### src/rtl/dst_track_pipe.sv
// +----------------------------------------------------------------------------+
// | dst_track_pipe: resolves destination register A3 at issue, tracks A3/Tnew  |
// | through STAGES slots, and derives stall and forward selects per query.     |
// | Optional: DST_TRACK_LATE_CANCEL_EN adds cancel_m to kill slot 0 on advance. |
// | Revision: 1.0                                                              |
// +----------------------------------------------------------------------------+
`default_nettype none

module dst_track_pipe #(
  parameter int AW     = 5,
  parameter int STAGES = 3,
  parameter int TW     = 2,
  parameter int NQ     = 2
) (
  input  logic                 clk,
  input  logic                 reset,
  input  logic                 in_valid,
  input  logic [2:0]           in_regdst,
  input  logic [AW-1:0]        in_rt,
  input  logic [AW-1:0]        in_rd,
  input  logic                 in_cond,
  input  logic                 in_aluok,
  input  logic [TW-1:0]        in_tnew,
  input  logic                 stall,
  input  logic                 flush,
`ifdef DST_TRACK_LATE_CANCEL_EN
  input  logic                 cancel_m,
`endif
  input  logic [NQ*AW-1:0]     q_addr,
  input  logic [NQ*TW-1:0]     q_tuse,
  output logic [STAGES*AW-1:0] stage_a3,
  output logic [STAGES*TW-1:0] stage_tnew,
  output logic                 stall_req,
  output logic [NQ*2-1:0]      fwd_sel
);

  localparam logic [AW-1:0] c_LINK_REG = AW'(31);

  logic [AW-1:0] r_a3   [STAGES];
  logic [TW-1:0] r_tnew [STAGES];
  logic [AW-1:0] w_a3;
  logic          w_load;
  logic          w_cancel;
  logic [NQ-1:0] w_found;

  always_comb begin
    w_a3 = '0;
    case (in_regdst)
      3'd0:    w_a3 = in_rt;
      3'd1:    w_a3 = in_rd;
      3'd2:    w_a3 = c_LINK_REG;
      3'd3:    w_a3 = in_cond  ? c_LINK_REG : '0;
      3'd4:    w_a3 = in_aluok ? in_rd      : '0;
      3'd5:    w_a3 = in_cond  ? in_rt      : '0;
      default: w_a3 = '0;
    endcase
  end

  assign w_load = in_valid & ~stall & ~flush;

`ifdef DST_TRACK_LATE_CANCEL_EN
  assign w_cancel = cancel_m & (r_a3[0] != '0);
`else
  assign w_cancel = 1'b0;
`endif

  // Tnew is forced to 0 whenever the resolved destination is $0.
  always_ff @(posedge clk or negedge reset) begin
    if (!reset) begin
      r_a3[0]   <= '0;
      r_tnew[0] <= '0;
    end else if (w_load) begin
      r_a3[0]   <= w_a3;
      r_tnew[0] <= (w_a3 == '0) ? '0 : in_tnew;
    end else begin
      r_a3[0]   <= '0;
      r_tnew[0] <= '0;
    end
  end

  for (genvar k = 1; k < STAGES; k++) begin : g_slot
    logic w_kill;
    assign w_kill = (k == 1) ? w_cancel : 1'b0;

    always_ff @(posedge clk or negedge reset) begin
      if (!reset) begin
        r_a3[k]   <= '0;
        r_tnew[k] <= '0;
      end else if (w_kill) begin
        r_a3[k]   <= '0;
        r_tnew[k] <= '0;
      end else begin
        r_a3[k]   <= r_a3[k-1];
        r_tnew[k] <= (r_tnew[k-1] == '0) ? '0 : r_tnew[k-1] - TW'(1);
      end
    end
  end

  for (genvar k = 0; k < STAGES; k++) begin : g_out
    assign stage_a3[k*AW +: AW]   = r_a3[k];
    assign stage_tnew[k*TW +: TW] = r_tnew[k];
  end

  // Only the youngest match decides forwarding; older matches are shadowed.
  always_comb begin
    stall_req = 1'b0;
    fwd_sel   = '0;
    w_found   = '0;
    for (int i = 0; i < NQ; i++) begin
      for (int k = 0; k < STAGES; k++) begin
        if ((q_addr[i*AW +: AW] != '0) && (r_a3[k] == q_addr[i*AW +: AW])) begin
          if (r_tnew[k] > q_tuse[i*TW +: TW]) stall_req = 1'b1;
          if (!w_found[i]) begin
            w_found[i] = 1'b1;
            if (r_tnew[k] == '0) fwd_sel[i*2 +: 2] = 2'(k + 1);
          end
        end
      end
    end
  end

endmodule

`default_nettype wire

### config.mk
export PLATFORM = sky130hd
export DESIGN_NAME = dst_track_pipe
export DESIGN_NICKNAME = d
export VERILOG_FILES = /design/src/rtl/dst_track_pipe.sv
export SDC_FILE = /design/constraint.sdc
export NUM_CORES = 1
export LEC_CHECK = 0
export ABC_AREA = 1
export CORE_MARGIN = 5
export CORE_UTILIZATION = 49
export DETAILED_ROUTE_END_ITERATION = 12
export HOLD_SLACK_MARGIN = 0.06
export PLACE_DENSITY_LB_ADDON = 0.2
export SYNTH_ARGS = -nofsm -noshare
export SYNTH_HDL_FRONTEND = slang
export SYNTH_SLANG_ARGS = --single-unit
### constraint.sdc
create_clock -name clk -period 3.5 [get_ports clk]
set_clock_uncertainty 0.2 [all_clocks]
set_input_delay 0.35 -clock clk [delete_from_list [all_inputs] [get_ports clk]]
set_output_delay 0.35 -clock clk [all_outputs]
set_load 0.02 [all_outputs]
=== Word-level counts from Yosys, hierarchy flattened ===
Index checks and enable logic that the tools add are counted.
W data, S select, Z words.

* Register bits: 21
* Input bits: 36
* Output and inout bits: 26
* Logic and storage cells: 82

* Add/sub/neg operators: 2
* Order comparisons: 6
* Equal/unequal tests: 11
* Mux-type cells: 40
* Bitwise logic cells: 4
* Reduce and logical (&&, ||, !) cells: 13

{| class="wikitable"
|+ Operator list
! operator !! number
|-
| $mux W2 || 16
|-
| $eq A5 B5 Y1 || 6
|-
| $pmux W5 S6 || 1
|-
| $mux W5 || 4
|-
| $mux W1 || 19
|-
| $gt A2 B2 Y1 || 6
|-
| $reduce_bool A5 Y1 || 2
|-
| $eq A3 B2 Y1 const B || 2
|-
| $eq A3 B3 Y1 const B || 2
|-
| $logic_and A1 B1 Y1 || 6
|-
| $logic_not A2 Y1 || 3
|-
| $logic_not A5 Y1 || 1
|-
| $sub A2 B1 Y2 const B || 2
|-
| $eq A3 B1 Y1 const B || 1
|-
| $logic_not A3 Y1 || 1
|-
| $and A1 B1 Y1 || 2
|-
| $not A1 Y1 || 2
|}

=== Depth between registers and ports, before layout ===
Gate-level depths: netlist of run 1.

* Word-level depth: 13
* Depth in mapped cells: 10
* Gate-level depth less buffers: 10

=== Worst setup path after synthesis of run 1 ===
Ideal clock, no wire load.

* Path kind: reg-to-output
* From: register r_tnew (netlist bit stage_tnew[3])
* To: output stall_req
* Arrival time: 1.314 ns
* Data required time: 2.950 ns
* Slack: 1.636 ns
* Stages on the path, launching flop included: 8
* Path buffers: 0
* Cell sequence: dfrtp_1 ha_1 a21oi_1 a21oi_1 nand3_1 nand2_1 nor2_1 nand2_1

* Word-level cells in the longest chain between the ends: 11
* Elaborated cells on any way between the ends: 12
* Those cells by class: order compare: 2; mux: 10

{| class="wikitable"
|+ RTL lines
! element !! line !! RTL
|-
| start: declaration || 40 || <nowiki>logic [TW-1:0] r_tnew [STAGES];</nowiki>
|-
| start signal: indexed assignment || 94 || <nowiki>r_tnew[k] <= (r_tnew[k-1] == '0) ? '0 : r_tnew[k-1] - TW'(1);</nowiki>
|-
| $gt A2 B2 Y1 || 112 || <nowiki>if (r_tnew[k] > q_tuse[i*TW +: TW]) stall_req = 1'b1;</nowiki>
|-
| $mux W1 || 112 ||
|-
| $mux W1 || 111 || <nowiki>if ((q_addr[i*AW +: AW] != '0) && (r_a3[k] == q_addr[i*AW +: AW])) begin</nowiki>
|-
| $mux W1 || 112 ||
|-
| $mux W1 || 111 ||
|-
| $mux W1 || 112 ||
|-
| $mux W1 || 111 ||
|-
| $mux W1 || 112 ||
|-
| $mux W1 * || 111 ||
|-
| $mux W1 || 112 ||
|-
| $mux W1 * || 111 ||
|-
| end: declaration || 33 || <nowiki>output logic stall_req,</nowiki>
|}

Every way passes the cells marked *; elsewhere a longest branch is shown, timed or not.

=== Final worst setup path of run 1 ===
* From: input q_addr[6]
* To: output fwd_sel[2]

* Word-level cells in the longest chain between the ends: 9
* Elaborated cells on any way between the ends: 16
* Those cells by class: eq/ne: 3; mux: 9; reduce/logical: 4

{| class="wikitable"
|+ RTL lines
! element !! line !! RTL
|-
| start: declaration || 29 || <nowiki>input logic [NQ*AW-1:0] q_addr,</nowiki>
|-
| $eq A5 B5 Y1 / $reduce_bool A5 Y1 (equally long branches) || 111 ||
|-
| $logic_and A1 B1 Y1 || 111 ||
|-
| $mux W1 || 111 ||
|-
| $mux W2 || 115 || <nowiki>if (r_tnew[k] == '0) fwd_sel[i*2 +: 2] = 2'(k + 1);</nowiki>
|-
| $mux W2 || 113 || <nowiki>if (!w_found[i]) begin</nowiki>
|-
| $mux W2 || 111 ||
|-
| $mux W2 || 115 ||
|-
| $mux W2 || 113 ||
|-
| $mux W2 * || 111 ||
|-
| end: declaration || 34 || <nowiki>output logic [NQ*2-1:0] fwd_sel</nowiki>
|}

Marked as above.

==> impl_metrics.py, run 1 <==
metrics = {
    "run_status": {
        "status": "complete, no violations",
    },
    "global_route": {
        "grt_pass1_vias": 1578,
        "grt-ovfl-total": 0,
        "grt_pass1_wl_mm": 7.13,
        "antenna_found_initial": 0,
        "grtUsageTotal": 0.176,
        "grt_max_degree": 22,
    },
    "sta": {
        "worst_slew_pin_slew_ns": 0.899,
        "finalHoldViolCount": 0,
        "rsz0062_at_grt": "false",
        "max_freq_ghz": 0.353,
        "fin_setup_tns_ns": 0,
        "whs_ns": 0.283,
        "finalCriticalPeriod_ns": 2.83,
        "setup_violations": 0,
        "drv_slew": 0,
        "maxSlewHeadroom": 0.399,
        "period_share": 0.809,
        "fin_ws_ns": 0.670,
    },
    "route": {
        "drtAntennaViolNets": 0,
        "remaining_drc_errors": 0,
        "vias_per_cell": 4.81,
        "drtIter0Drc": 54,
        "first_pass_iters": 4,
        "wl_per_cell_um": 12.2,
        "vias": 1670,
        "drt_wl_total_mm": 4.25,
    },
    "synth": {
        "syn_area_per_cell_sq_um": 7.29,
        "synth-seq-cells": 21,
        "synth_area_sq_um": 1730,
        "synth_xor_area_frac": 0.147,
        "postSynthCellCount": 237,
        "synth_mux_area_frac": 0,
        "syn_nets": 285,
        "yosys.cell_types.count": 24,
        "yosys_warnings": 0,
        "yosysSeqAreaShare": 0.304,
        "synth_top_family_by_area": "simple AND/OR/NAND/NOR gates",
        "synth_compound_area_frac": 0.0478,
        "synth-adder-area-share": 0.0870,
        "synth-simple-area-share": 0.336,
    },
    "placement": {
        "pre_cts_ws_ns": 0.657,
        "dpl.hpwl_mm": 3.71,
        "portBuffers": 61,
        "gp_congestion": 0.892,
    },
    "floorplan": {
        "io_pins": 62,
        "dieArea_sq_um": 4810,
        "die_h_um": 69.4,
        "core-area_sq_um": 3360,
        "rows": 21,
        "initial_utilization": 0.513,
        "die_w_um": 69.4,
    },
    "layout": {
        "diodes": 0,
        "fin_nets": 350,
        "layout_common_cells": "clkdlybuf4s50_1, nand2_1, inv_1, nor2_1",
        "drive_above_1_share": 0.0698,
        "layout_commonest_cell": "clkdlybuf4s50_1",
        "syn_to_final_growth_pct": 39.6,
    },
    "setup_path": {
        "slowest_stage": "clkdlybuf4s50_1",
        "max_stage_delay_ns": 0.61,
        "r2r_slack_ns": 2.54,
        "end_kind": "primary output",
        "rr_endpoint": "stage_tnew[2]$_DFF_PN0_",
        "startpoint_type": "input pin",
        "worst-path-stages": 9,
        "crit_chain": "clkdlybuf4s50_1 > nor2_1 > nand2_2 > nor2_4 > nor3_2 > nand2_1 > nand2_2 > o21ai_2 > clkdlybuf4s50_1",
        "critPathRequiredTime_ns": 2.95,
        "reg2reg_depth": 2,
        "worstPathArrival_ns": 2.28,
        "path_max_fanout": 4,
        "endpoint": "fwd_sel[2]",
        "crit_type": "in -> out",
        "critPathLaunch": "q_addr[6]",
        "crit_family": "buffers and inverters",
        "r2r-start": "stage_tnew[1]$_DFF_PN0_",
        "critical_path_buf_inv_count": 2,
    },
    "clock_network": {
        "numCtsBuffers": 3,
        "clock-sinks": 21,
        "clk_latency_ns": 0.30,
        "clkTransAtPathRegs_ns": 0.10,
        "root_buffer": "clkbuf_4",
        "cts_resized": 0,
        "post_cts_buffers": 0,
        "postCtsHoldBufs": 0,
        "clock_tree.buffer_depth": 2,
        "cts_max_level": 1,
        "cts_tree": "yes",
    },
    "run": {
        "maxCapViolations": 0,
    },
    "power_and_ir_drop": {
        "leakage_uw": 0.00119,
        "ir_drop_v": 0.000243,
        "p_per_area_nw_per_um2": 226,
    },
    "worst_hold_path": {
        "hp-class": "reg -> reg",
    },
}
## cells in the mapped netlist
cell	number	area, sq um
o21ai_0	1	5.00
nor3_1	1	5.00
nand3b_1	1	7.51
nand3_2	1	10.0
xnor2_1	20	175
nor3_4	1	16.3
xor2_1	9	78.8
inv_2	1	3.75
and3_1	1	6.26
nor2_4	2	22.5
nor2_2	4	25.0
and2_4	1	8.76
nand4_1	3	18.8
nor2_1	32	120
nand2_1	53	199
inv_1	32	120
dfrtp_1	21	526
o21ai_2	2	17.5
a21oi_1	12	60.1
buf_6	1	11.3
nand2_2	4	25.0
nor3_2	1	10.0
ha_1	12	150
nand3_1	21	105
## how the worst min path moves through the flow
stage,from,to,slack [ns],cells after the start
global route,stage_a3[9]$_DFF_PN0_,stage_a3[14]$_DFF_PN0_,0.30,0
detailed placement,stage_a3[6]$_DFF_PN0_,stage_a3[11]$_DFF_PN0_,0.26,0
CTS,stage_a3[6]$_DFF_PN0_,stage_a3[11]$_DFF_PN0_,0.29,0
finish,stage_a3[7]$_DFF_PN0_,stage_a3[12]$_DFF_PN0_,0.28,0
floorplan,reset,stage_a3[0]$_DFF_PN0_,-0.15,0
global placement,stage_a3[6]$_DFF_PN0_,stage_a3[11]$_DFF_PN0_,0.25,0
## logic make-up (layout without fill, tap and decap cells)
family / after synthesis / after routing
adders and majority gates: 12 / 12
xor gates and xnor gates: 29 / 29
and+or+nand+nor: 126 / 126
buffers and inverters: 34 / 98
DFF: 21 / 21
AOI/OAI and AO/OA: 15 / 15
## final cells by class
cell class	instances	area, sq um
Clock buffer	3	22.5
Clock inverter	1	5.00
Fill cell	318	952
Inverter	33	124
Multi-Input combinational cell	182	1070
Sequential cell	21	526
Tap cell	46	57.6
Timing Repair Buffer	61	611
## through the flow
| step | power (uW) | utilization | std cells | instance area (sq um) |
|---|---|---|---|---|
| after floorplan | 351 | - | 237 | 1730 |
| after global placement | 435 | 0.709 | 343 | 2380 |
| after detailed placement | 439 | 0.709 | 343 | 2380 |
| after CTS | 548 | 0.717 | 347 | 2410 |
| after global routing | 578 | 0.717 | 347 | 2410 |
| final | 544 | 0.717 | 347 | 2410 |
## state kept, by name, indices dropped and copies added, names as in the netlist
register    flops
stage_tnew      6
stage_a3       15
## per-layer routing
| metal | track usage | wire length (um) | vias to the layer above |
|---|---|---|---|
| met5 | 0 | 0 | - |
| met4 | 0.0304 | 27 | 0 |
| met3 | 0.0290 | 190 | 4 |
| met2 | 0.327 | 2190 | 35 |
| met1 | 0.214 | 1830 | 763 |
| li1 | - | - | 868 |
## power by group
| group | switching, uW | internal [uW] | total (uW) |
|---|---|---|---|
| Combinational | 89.1 | 88.4 | 178 |
| Sequential | 7.73 | 248 | 256 |
| Clock | 68.5 | 42.5 | 111 |
No activity file was read; power rests on OpenSTA's default activity.
==> run 2: changes to the inputs <==
CORE_UTILIZATION = 41   (was 49)
clock period = 2.4 ns   (was 3.5 ns; I/O delays follow)
==> run 2 against run 1 <==
Sequential power is 46% higher. Total power is 57% higher. Clock power is 100% higher. Final cell count is 2.3% higher. Count of clock-buffer cells in the layout stayed put. Die area is 17% higher. Worst hold slack worse by 0.16 ns. First-iteration DRC count is 15% lower. Register-to-register slack worse by 1.1 ns. Via count is 2.8% higher. Setup slack worse by 0.55 ns. Wire length is 0.61% higher. Critical path type unchanged. Largest cell class unchanged.
==> impl_metrics.py, run 2 (synthesized netlist as in run 1, its figures left out) <==
metrics = {
    "run_status": {
        "status": "complete, no violations",
    },
    "run": {
        "maxCapViolations": 0,
    },
    "global_route": {
        "grt-ovfl-total": 0,
        "grt_pass1_vias": 1512,
        "antenna_found_initial": 0,
        "grt_max_degree": 22,
        "grt_pass1_wl_mm": 6.76,
        "grtUsageTotal": 0.157,
    },
    "placement": {
        "pre_cts_ws_ns": -0.199,
        "dpl.hpwl_mm": 3.67,
        "portBuffers": 61,
        "gp_congestion": 0.885,
    },
    "sta": {
        "whs_ns": 0.119,
        "setup_violations": 0,
        "rsz0062_at_grt": "false",
        "drv_slew": 0,
        "period_share": 0.952,
        "maxSlewHeadroom": 0.754,
        "finalHoldViolCount": 0,
        "finalCriticalPeriod_ns": 2.28,
        "fin_setup_tns_ns": 0,
        "fin_ws_ns": 0.116,
        "worst_slew_pin_slew_ns": 0.368,
        "max_freq_ghz": 0.438,
    },
    "layout": {
        "drive_above_1_share": 0.0984,
        "layout_commonest_cell": "clkdlybuf4s50_1",
        "diodes": 0,
        "syn_to_final_growth_pct": 41.7,
        "seq_area_sq_um": 526,
        "largest_register_ffs": 15,
        "multiInputGateArea_sq_um": 1070,
        "fill_cells": 390,
        "layout_common_cells": "clkdlybuf4s50_1, nand2_1, inv_1",
        "fin_nets": 354,
    },
    "route": {
        "vias_per_cell": 4.84,
        "vias": 1717,
        "first_pass_iters": 4,
        "drtAntennaViolNets": 0,
        "drtIter0Drc": 46,
        "drt_wl_total_mm": 4.27,
        "wl_per_cell_um": 12.0,
        "remaining_drc_errors": 0,
    },
    "clock_network": {
        "clock_tree.buffer_depth": 2,
        "cts_tree": "yes",
        "root_buffer": "clkbuf_8",
        "cts_max_level": 1,
        "clock-sinks": 21,
        "clk_latency_ns": 0.26,
        "numCtsBuffers": 3,
        "clkTransAtPathRegs_ns": 0.07,
        "postCtsHoldBufs": 0,
    },
    "floorplan": {
        "dieArea_sq_um": 5610,
        "rows": 23,
        "die_h_um": 74.9,
        "io_pins": 62,
        "die_w_um": 74.9,
        "initial_utilization": 0.429,
        "core-area_sq_um": 4030,
    },
    "setup_path": {
        "r2r-start": "stage_tnew[1]$_DFF_PN0_",
        "r2r_slack_ns": 1.47,
        "rr_endpoint": "stage_tnew[2]$_DFF_PN0_",
        "worstPathArrival_ns": 1.84,
        "end_kind": "primary output",
        "critPathRequiredTime_ns": 1.96,
        "path_max_fanout": 4,
        "reg2reg_depth": 2,
        "crit_type": "in -> out",
        "startpoint_type": "input pin",
    },
    "worst_hold_path": {
        "hp-class": "in -> async",
    },
    "power_and_ir_drop": {
        "ir_drop_v": 0.000320,
        "p_per_area_nw_per_um2": 349,
        "p_sw_frac": 0.291,
        "internal_power_uw": 606,
        "comb_power_share": 0.303,
        "pwr-share-seq": 0.436,
        "clockPowerShare": 0.261,
        "p_sw_uw": 249,
        "leakage_uw": 0.00122,
    },
}
run 2: cell types whose count changed in the layout (fill, tap and decap cells not counted):
cell	delta
buf_4	+4
clkbuf_2	+4
clkbuf_4	-3
clkdlybuf4s50_1	-5
clkdlybuf4s15_1	+1
nor2_1	-1
clkbuf_8	+3
nor2_2	+1
run 2: worst max path at each step:
| stage | startpoint | endpoint | slack [ns] | depth (start not counted) |
|---|---|---|---|---|
| after floorplan | stage_tnew[3]$_DFF_PN0_ | stall_req | 0.65 | 7 |
| after global placement | q_tuse[3] | stall_req | -0.18 | 10 |
| after detailed placement | q_addr[5] | fwd_sel[3] | -0.20 | 9 |
| after CTS | q_tuse[1] | stall_req | 0.03 | 10 |
| after global routing | q_addr[6] | fwd_sel[3] | 0.004 | 8 |
| final | q_addr[5] | fwd_sel[3] | 0.12 | 9 |
run 2: metal layers:
layer	track usage	part of all wire	wire, um
met1	0.205	0.43	1820
met2	0.258	0.48	2040
met3	0.0160	0.072	309
met4	0.0751	0.025	105
met5	0	0	0
run 2: repair_timing:
action                                  in CTS  in global routing
setup buffers                                0                  0
resized for setup                            5                 10
hold endpoints to repair                     0                  0
endpoints found under the setup margin       5                  5
run 2: area by class of cell:
| cell class | instances | share of cell area |
|---|---|---|
| Multi-Input combinational cell | 182 | 0.437 |
| Timing Repair Buffer | 65 | 0.254 |
| Clock inverter | 1 | 0.00204 |
| Clock buffer | 3 | 0.0169 |
| Inverter | 33 | 0.0506 |
| Sequential cell | 21 | 0.215 |
| Tap cell | 50 | 0.0256 |
run 2: metrics by stage:
stage | total power (uW) | instances | utilization | area (sq um)
CTS | 867 | 355 | 0.610 | 2460
floorplan | 511 | 237 | - | 1730
global route | 906 | 355 | 0.607 | 2450
finish | 855 | 355 | 0.607 | 2450
detailed placement | 643 | 351 | 0.600 | 2420
global placement | 640 | 351 | 0.600 | 2420
run 2: worst max-delay path, stage by stage:
cell and delay [ns]:
clkdlybuf4s50_1 0.50, nor2_1 0.20, nand2_2 0.08, nor2_4 0.16, nor3_2 0.08, nand2_1 0.10, nand2_2 0.07, o21ai_2 0.10
clkdlybuf4s15_1 0.31
run 2: power groups by stage:
stage / logic [uW] / clock network [uW] / registers (uW)
6_report: 259 / 223 / 373
5_1_grt: 288 / 244 / 374
4_1_cts: 262 / 232 / 373
3_5_place_dp: 264 / 0 / 380
3_3_place_gp: 260 / 0 / 380
2_1_floorplan: 124 / 0 / 387
